$ cat src/rtl/ps2_pkg.sv
// rtl/ps2_pkg.sv - shared state type and prefix constants for the PS/2 keyboard receiver
package ps2_pkg;

  typedef enum logic [1:0] {
    ST_IDLE,
    ST_RECV,
    ST_CHECK
  } ps2_state_e;

  localparam logic [7:0] PS2_EXT   = 8'hE0;
  localparam logic [7:0] PS2_BREAK = 8'hF0;

  // Eight data bits plus the parity bit must hold an odd number of ones.
  function automatic logic odd_parity_ok(input logic [8:0] bits);
    return ^bits;
  endfunction

endpackage

$ cat src/rtl/ps2_filter.sv
// rtl/ps2_filter.sv - ps2_clk synchronizer, glitch filter and falling-edge pulse
module ps2_filter #(
  parameter int FILTER_LEN = 8
) (
  input  logic clk,
  input  logic rst_n,
  input  logic raw,
  output logic fall
);

  localparam int CW = (FILTER_LEN > 1) ? $clog2(FILTER_LEN) : 1;
  localparam logic [CW-1:0] CNT_LAST = CW'(FILTER_LEN - 1);

  logic          meta;
  logic          sync;
  logic          level;
  logic [CW-1:0] cnt;

  // cnt counts consecutive synchronized samples that disagree with the accepted level.
  always_ff @(posedge clk) begin
    if (!rst_n) begin
      meta  <= 1'b1;
      sync  <= 1'b1;
      level <= 1'b1;
      cnt   <= '0;
      fall  <= 1'b0;
    end else begin
      meta <= raw;
      sync <= meta;
      fall <= 1'b0;
      if (sync == level) begin
        cnt <= '0;
      end else if (cnt == CNT_LAST) begin
        cnt   <= '0;
        level <= sync;
        fall  <= level;
      end else begin
        cnt <= cnt + CW'(1);
      end
    end
  end

endmodule

$ cat src/rtl/ps2_keyboard_rx.sv
// rtl/ps2_keyboard_rx.sv - PS/2 keyboard frame receiver with E0/F0 prefix decoding
module ps2_keyboard_rx
  import ps2_pkg::*;
#(
  parameter int FILTER_LEN     = 8,
  parameter int TIMEOUT_CYCLES = 100000
) (
  input  logic       clk,
  input  logic       rst_n,
  input  logic       ps2_clk,
  input  logic       ps2_data,
  output logic [7:0] scan_code,
  output logic       key_valid,
  output logic       key_break,
  output logic       key_extended,
  output logic       frame_err
);

  localparam int TW = $clog2(TIMEOUT_CYCLES + 1);
  localparam logic [TW-1:0] TO_LAST = TW'(TIMEOUT_CYCLES - 1);

  logic       clk_fall;
  logic       data_meta;
  logic       data_sync;
  ps2_state_e state;
  logic [3:0] bit_cnt;
  logic [TW-1:0] tcnt;
  logic [9:0] shreg;
  logic       ext_flag;
  logic       brk_flag;

  ps2_filter #(.FILTER_LEN(FILTER_LEN)) u_clk_filter (
    .clk   (clk),
    .rst_n (rst_n),
    .raw   (ps2_clk),
    .fall  (clk_fall)
  );

  always_ff @(posedge clk) begin
    if (!rst_n) begin
      data_meta <= 1'b1;
      data_sync <= 1'b1;
    end else begin
      data_meta <= ps2_data;
      data_sync <= data_meta;
    end
  end

  // tcnt is reloaded to 1 so it equals the cycles elapsed since the last fall pulse.
  always_ff @(posedge clk) begin
    if (!rst_n) begin
      state        <= ST_IDLE;
      bit_cnt      <= '0;
      tcnt         <= '0;
      shreg        <= '0;
      ext_flag     <= 1'b0;
      brk_flag     <= 1'b0;
      scan_code    <= 8'h00;
      key_valid    <= 1'b0;
      key_break    <= 1'b0;
      key_extended <= 1'b0;
      frame_err    <= 1'b0;
    end else begin
      key_valid <= 1'b0;
      frame_err <= 1'b0;
      case (state)
        ST_IDLE: begin
          if (clk_fall && !data_sync) begin
            state   <= ST_RECV;
            bit_cnt <= '0;
            tcnt    <= TW'(1);
            shreg   <= '0;
          end
        end
        ST_RECV: begin
          if (clk_fall) begin
            shreg <= {data_sync, shreg[9:1]};
            tcnt  <= TW'(1);
            if (bit_cnt == 4'd9) begin
              state <= ST_CHECK;
            end else begin
              bit_cnt <= bit_cnt + 4'd1;
            end
          end else if (tcnt == TO_LAST) begin
            frame_err <= 1'b1;
            ext_flag  <= 1'b0;
            brk_flag  <= 1'b0;
            state     <= ST_IDLE;
            bit_cnt   <= '0;
            tcnt      <= '0;
            shreg     <= '0;
          end else begin
            tcnt <= tcnt + TW'(1);
          end
        end
        ST_CHECK: begin
          state   <= ST_IDLE;
          bit_cnt <= '0;
          tcnt    <= '0;
          if (odd_parity_ok(shreg[8:0]) && shreg[9]) begin
            if (shreg[7:0] == PS2_EXT) begin
              ext_flag <= 1'b1;
            end else if (shreg[7:0] == PS2_BREAK) begin
              brk_flag <= 1'b1;
            end else begin
              key_valid    <= 1'b1;
              scan_code    <= shreg[7:0];
              key_break    <= brk_flag;
              key_extended <= ext_flag;
              ext_flag     <= 1'b0;
              brk_flag     <= 1'b0;
            end
          end else begin
            frame_err <= 1'b1;
            ext_flag  <= 1'b0;
            brk_flag  <= 1'b0;
          end
        end
        default: state <= ST_IDLE;
      endcase
    end
  end

endmodule

$ cat config.mk
export PLATFORM = sky130hd
export DESIGN_NAME = ps2_keyboard_rx
export DESIGN_NICKNAME = d
export VERILOG_FILES = /design/src/rtl/ps2_pkg.sv /design/src/rtl/ps2_filter.sv /design/src/rtl/ps2_keyboard_rx.sv
export SDC_FILE = /design/constraint.sdc
export NUM_CORES = 1
export LEC_CHECK = 0
export CELL_PAD_IN_SITES_DETAIL_PLACEMENT = 1
export CELL_PAD_IN_SITES_GLOBAL_PLACEMENT = 2
export CORE_ASPECT_RATIO = 0.5
export CORE_MARGIN = 1
export CORE_UTILIZATION = 30
export CTS_CLUSTER_DIAMETER = 120
export DETAILED_ROUTE_END_ITERATION = 8
export PLACE_DENSITY = 0.74
export SETUP_SLACK_MARGIN = 0.02
export SYNTH_ARGS = -nofsm -noshare
export SYNTH_HDL_FRONTEND = slang
export SYNTH_SLANG_ARGS = --single-unit
$ cat constraint.sdc
create_clock -name clk -period 2.1 [get_ports clk]
set_input_delay 0.42 -clock clk [delete_from_list [all_inputs] [get_ports clk]]
set_output_delay 0.42 -clock clk [all_outputs]
set_load 0.01 [all_outputs]
==> results of run 1 <==
critical path, cell delays in order (launching register included):
cell and delay [ns]:
dfxtp_1 0.33, ha_1 0.31, xnor3_1 0.38, xnor2_2 0.19, o2111a_2 0.27, buf_12 0.14, mux2i_1 0.20, nor2_1 0.07
cell usage in the layout (no fill, tap or decap), drive strengths merged, types with 2 or more instances in the layout:
cell and n:
a22o 9, xor2 4, or4b 2, and3 9
nor4 4, clkdlybuf4s50 15, nor2 29, nand4b 7
nand2b 5, or3 2, nand2 19, o211ai 3
and2 6, nand3 13, nand4 4, dfxtp 56
nor3 11, a21oi 9, ha 14, buf 26
inv 15, clkbuf 6, mux2i 12, nor4b 3
xnor2 9, a22oi 2, nor2b 2, o21ai 15
cells by family (layout without fill, tap and decap cells):
logic type / Yosys count / count (layout)
AND/OR/NAND/NOR: 120 / 120
flip-flops: 56 / 56
AO/OA/AOI/OAI: 44 / 44
buffers and inverters: 22 / 64
adder cells (fa/ha/maj): 14 / 14
XOR/XNOR: 14 / 14
multiplexers: 13 / 13
timing repair:
item	4_1_cts	5_1_grt
gates resized for setup	2	9
pin swaps	0	4
endpoints found under the setup margin	8	30
buffers inserted	0	1
sequential cells by signal, indices dropped and copies added (netlist names):
name,cells
bit_cnt,4
frame_err,1
data_sync,1
u_clk_filter.level,1
u_clk_filter.meta,1
ext_flag,1
shreg,10
tcnt,17
key_extended,1
state,2
key_valid,1
u_clk_filter.sync,1
brk_flag,1
data_meta,1
u_clk_filter.fall,1
key_break,1
scan_code,8
u_clk_filter.cnt,3
report_power, final:
| part | switching (uW) | total (uW) | leakage (uW) | internal, uW |
|---|---|---|---|---|
| clock | 401 | 847 | 0.0000671 | 446 |
| sequential | 2.05 | 1070 | 0.000452 | 1060 |
| combinational | 24.0 | 40.5 | 0.000679 | 16.5 |
| total | 427 | 1950 | 0.00120 | 1530 |
layer usage:
metal | routed length [um] | up-vias | share of wire, % | global-route usage, %
met5 | 0 | - | 0 | 0
met4 | 67 | 0 | 1.0 | 5.06
met3 | 129 | 6 | 2.0 | 3.63
met2 | 3120 | 15 | 47 | 29.5
met1 | 3270 | 1045 | 50 | 20.3
li1 | - | 1088 | - | -
final timing paths:
path | start | end | slack, ns | depth (start not counted)
hold reg to reg | u_clk_filter.meta | u_clk_filter.sync | 0.44 | 1
hold / removal | u_clk_filter.meta | u_clk_filter.sync | 0.44 | 1
setup / recovery | shreg[6] | scan_code[3] | 0.10 | 7
setup reg to reg | shreg[6] | scan_code[3] | 0.10 | 7
Yosys cell counts (all sizes together), types with 2 or more instances:
cell type	instances	area share [%]
o211ai	3	1.0
dfxtp	56	43
xor2	4	1.3
nor3	11	2.1
nor4b	3	1.0
buf	2	0.62
and2	6	1.4
clkbuf	5	0.72
inv	15	2.1
or4b	2	0.91
nor2b	2	0.48
nand3	13	2.5
nand2	19	2.7
o21ai	15	3.0
and3	9	2.4
nand4b	7	2.3
nand2b	5	1.2
a22o	9	3.0
xnor2	9	3.0
nor2	29	4.2
mux2i	12	4.6
ha	14	6.7
a21oi	9	1.7
a22oi	2	0.57
nor4	4	1.5
nand4	4	0.95
or3	2	0.48
through the flow:
step / hold slack (ns) / instances / worst slack (ns) / power, uW / TNS [ns]
floorplan: 0.386 / 283 / 0.0906 / 1110 / 0
global placement: 0.403 / 428 / 0.101 / 1130 / 0
detailed placement: 0.428 / 428 / -0.0178 / 1130 / -0.0178
CTS: 0.445 / 436 / 0.00406 / 1980 / 0
global route: 0.482 / 437 / -0.0199 / 2030 / -0.0199
finish: 0.436 / 437 / 0.102 / 1950 / 0
area by class of cell:
type                    count  area share [%]
multi-input cells         205            44.1
inverters                  15            1.71
repair buffers             41            11.4
well taps                 112            4.26
flip-flops and latches     56            34.1
clock buffers               6            3.92
clock inverters             2           0.494
==> flow_metrics.env, run 1 <==
export IMPL_synth_top_family_by_area="simple AND/OR/NAND/NOR gates"
export IMPL_rsz0062_at_grt="true"
export IMPL_clockBufferDepth=2
export IMPL_dp_hpwl_mm=4.94
export IMPL_dieWidth_um=134
export IMPL_slew_headroom_pct=67.8
export IMPL_clkLatencyLatePin_ns=0.30
export IMPL_timing_max_cap_violations=0
export IMPL_avgSynthCellArea_um2=9.27
export IMPL_diodes=0
export IMPL_post_dp_cell_area_um2=3090
export IMPL_track_usage_pct=16.5
export IMPL_htree_levels=2
export IMPL_period_needed_ns=2.00
export IMPL_cts_hold_buf=0
export IMPL_cts_sinks=56
export IMPL_ant_nets=0
export IMPL_synthMuxAreaShare_pct=5.01
export IMPL_path_clk_slew_ns=0.07
export IMPL_fin_area_um2=3290
export IMPL_synth_cell_types=48
export IMPL_initial_core_util_pct=31.9
export IMPL_required_ns=2.28
export IMPL_fin_crit_sh_pct=95.1
export IMPL_synth_compound_area_share_pct=11.3
export IMPL_synthArstFlopShare_pct=0
export IMPL_post_drt_wl_per_cell_um=15.1
export IMPL_yosys_area_share_xor_xnor_pct=5.20
export IMPL_synth_cells=283
export IMPL_cts_made_buffers=5
export IMPL_overflow=0
export IMPL_grt_max_degree=23
export IMPL_multi_input_area_um2=1450
export IMPL_synth_edff_count=0
export IMPL_syn_area_um2=2620
export IMPL_die_h_um=68.1
export IMPL_antenna_found_initial=0
export IMPL_critPathCaptureType="flop"
export IMPL_seq_area_frac_synth_pct=42.7
export IMPL_drt_pass1_iter_count=4
export IMPL_regArea_um2=1120
export IMPL_hold_violations=0
export IMPL_route_detailed_drc=0
export IMPL_synthAdderAreaFrac_pct=6.68
export IMPL_maxSlewViolCount=0
export IMPL_fp_dieArea_um2=9140
export IMPL_critical_path_class="flop to flop"
export IMPL_p_leak_uw=0.00120
export IMPL_setup_violations_final=0
export IMPL_nNetsFinal=342
export IMPL_ir_drop_uv=333
export IMPL_max_freq_ghz=0.501
export IMPL_cts_tree="done"
export IMPL_arrival_ns=2.18
export IMPL_ys_ff_latch=56
export IMPL_p_per_area_nw_per_um2=594
export IMPL_vias=2154
export IMPL_ys_warn_count=0
export IMPL_syn_num_nets=301
export IMPL_coreArea_um2=8230
export IMPL_place_gp_congestion=0.736
export IMPL_outcome="complete, no violations"
export IMPL_drive_gt1_share_pct=15.4
export IMPL_worstHoldPathType="flop to flop"
export IMPL_ys_flop_type="dfxtp_1"
export IMPL_num_fill_cells=960
export IMPL_grt_pass1_wl_mm=11.7
export IMPL_syn2layout_area_growth_pct=25.4
export IMPL_worst_pin_slew_ns=0.477
export IMPL_finClkSkew_ns=0.00516
export IMPL_final_core_util_pct=40.0
export IMPL_cp_start_kind="flop"
export IMPL_grt_pass1_vias=2353
export IMPL_worstPathMaxFanout=8
export IMPL_wl_mm=6.59
export IMPL_drt_iter0_drc=69
export IMPL_io_buffers=15
export IMPL_via_per_inst=4.93
export IMPL_root_buffer="clkbuf_16"
export IMPL_synth_simple_area_share_pct=25.6
export IMPL_io_pins=16
export IMPL_core_rowCount=23
No activity file was read; power rests on OpenSTA's default activity.
==> inputs of run 2 (changes only) <==
Settings changed: CORE_UTILIZATION 30 to 40, PLACE_DENSITY 0.74 to 0.9, REMOVE_ABC_BUFFERS set to 1.
Clock period 2.1 ns to 2.36 ns, I/O delays scaled along.
==> flow_metrics.env, run 2 (same netlist as run 1, synthesis figures left out) <==
export IMPL_intPower_uw=1360
export IMPL_vias=2137
export IMPL_place_ws_ns=0.109
export IMPL_rsz0062_at_grt="false"
export IMPL_initial_core_util_pct=42.3
export IMPL_die_h_um=59.3
export IMPL_place_gp_congestion=0.823
export IMPL_diodes=0
export IMPL_p_clk_share_pct=43.3
export IMPL_io_buffers=15
export IMPL_p_leak_uw=0.00111
export IMPL_grt_pass1_vias=2189
export IMPL_p_comb_share_pct=1.9
export IMPL_wl_mm=6.44
export IMPL_post_dp_cell_area_um2=2910
export IMPL_ant_nets=0
export IMPL_largestRegisters="tcnt: 17 flops, shreg: 10 flops, scan_code: 8 flops"
export IMPL_worstHoldPathType="flop to flop"
export IMPL_drt_pass1_iter_count=4
export IMPL_setup_tns_ns=0
export IMPL_post_drt_wl_per_cell_um=16.2
export IMPL_track_usage_pct=20.6
export IMPL_drive_gt1_share_pct=8.74
export IMPL_setup_violations_final=0
export IMPL_syn2layout_area_growth_pct=17.7
export IMPL_outcome="complete, no violations"
export IMPL_seqPwrFrac_pct=54.8
export IMPL_root_buffer="clkbuf_16"
export IMPL_layout_setup_ws_ns=0.170
export IMPL_placedCellCount=386
export IMPL_coreArea_um2=6210
export IMPL_htree_levels=2
export IMPL_grt_max_degree=23
export IMPL_stdcell_count=397
export IMPL_path_clk_slew_ns=0.07
export IMPL_slowest_delay_ns=0.46
export IMPL_finClkSkew_ns=0.00779
export IMPL_ir_drop_uv=270
export IMPL_largest_register="tcnt"
export IMPL_overflow=0
export IMPL_crit_chain="ha_1 > xnor3_1 > xnor2_1 > and3_1 > or4b_1 > nand3_1"
export IMPL_dp_hpwl_mm=4.63
export IMPL_swShare_pct=21.7
export IMPL_p_per_area_nw_per_um2=561
export IMPL_fp_dieArea_um2=6900
export IMPL_timing_max_cap_violations=0
export IMPL_cts_tree="done"
export IMPL_crit_slowest_cell="or4b_1"
export IMPL_arrival_ns=2.43
export IMPL_drt_iter0_drc=87
export IMPL_via_per_inst=5.38
export IMPL_cts_made_buffers=5
export IMPL_cp_start_kind="flop"
export IMPL_critPathCaptureType="flop"
export IMPL_slew_headroom_pct=49.5
export IMPL_io_pins=16
export IMPL_clkLatencyLatePin_ns=0.30
export IMPL_route_detailed_drc=0
export IMPL_critical_path_class="flop to flop"
export IMPL_antenna_found_initial=0
export IMPL_core_rowCount=20
export IMPL_max_freq_ghz=0.457
export IMPL_required_ns=2.60
export IMPL_hold_violations=0
export IMPL_netSwitchingPower_uw=376
export IMPL_worstPathMaxFanout=4
export IMPL_cts_sinks=56
export IMPL_period_needed_ns=2.19
export IMPL_dieWidth_um=117
export IMPL_largest_register_ffs=17
export IMPL_layout_common_cells="dfxtp_1 (56), nor2_1 (29), nand2_1 (19), inv_1 (15), clkdlybuf4s50_1 (15)"
export IMPL_fin_area_um2=3090
export IMPL_maxSlewViolCount=0
export IMPL_nNetsFinal=326
export IMPL_grt_pass1_wl_mm=10.7
export IMPL_layout_commonest_cell="dfxtp_1"
export IMPL_clockBufferDepth=2
export IMPL_fin_crit_sh_pct=92.8
export IMPL_worst_pin_slew_ns=0.753
[run 2: what timing repair did]
action / 4_1_cts / 5_1_grt
buffers inserted: 0 / 3
hold buffers: 0 / 0
setup endpoints to repair: 0 / 13
hold endpoints to repair: 0 / 0
resized for setup: 0 / 1
[run 2: final cells by class]
type / count / area (um2)
clock buffer: 6 / 129
sequential: 56 / 1120
clock inverter: 2 / 16.3
timing repair buffer: 25 / 238
inverter: 15 / 56.3
multi-input combinational: 205 / 1420
fill: 728 / 3120
tap: 88 / 110
[run 2: layer usage]
metal  track usage, %  up-vias  share of wire (%)
li1                 -     1059                  -
met1             24.8     1044                 48
met2             36.5       24                 48
met3             4.81       10                2.6
met4             6.96        0                1.5
met5                0        -                  0
[run 2: path summary, 6_finish.rpt]
check	start	endpoint	slack [ns]	depth (start not counted)
min reg2reg	u_clk_filter.meta	u_clk_filter.sync	0.42	1
max	shreg[7]	brk_flag	0.17	6
min	u_clk_filter.meta	u_clk_filter.sync	0.42	1
max reg2reg	shreg[7]	brk_flag	0.17	6
[run 2: worst max-delay path, delay by kind of cell (launching register included)]
family                   cells  cell delay (ns)
AND/OR/NAND/NOR              3             0.83
adder cells (fa/ha/maj)      1             0.28
XOR/XNOR                     2             0.63
flip-flops                   1             0.40
[run 2: power groups by stage]
| stage | logic (uW) | clock network (uW) | registers [uW] |
|---|---|---|---|
| detailed placement | 32.3 | 0 | 972 |
| global route | 35.1 | 806 | 950 |
| CTS | 32.5 | 764 | 949 |
| finish | 32.1 | 751 | 949 |
| floorplan | 13.0 | 0 | 971 |
| global placement | 31.5 | 0 | 971 |
[run 2: per-stage QoR]
stage	util [%]	total power, uW	hold slack [ns]
floorplan	-	984	0.386
global placement	46.9	1000	0.399
detailed placement	46.9	1000	0.408
CTS	49.3	1750	0.425
global route	49.7	1790	0.466
finish	49.7	1730	0.420
==> inputs of run 3 (changes only) <==
Settings changed: TNS_END_PERCENT set to 10.
==> results of run 3 <==
No change in the layout: final DEF, timing and power equal those of run 2.
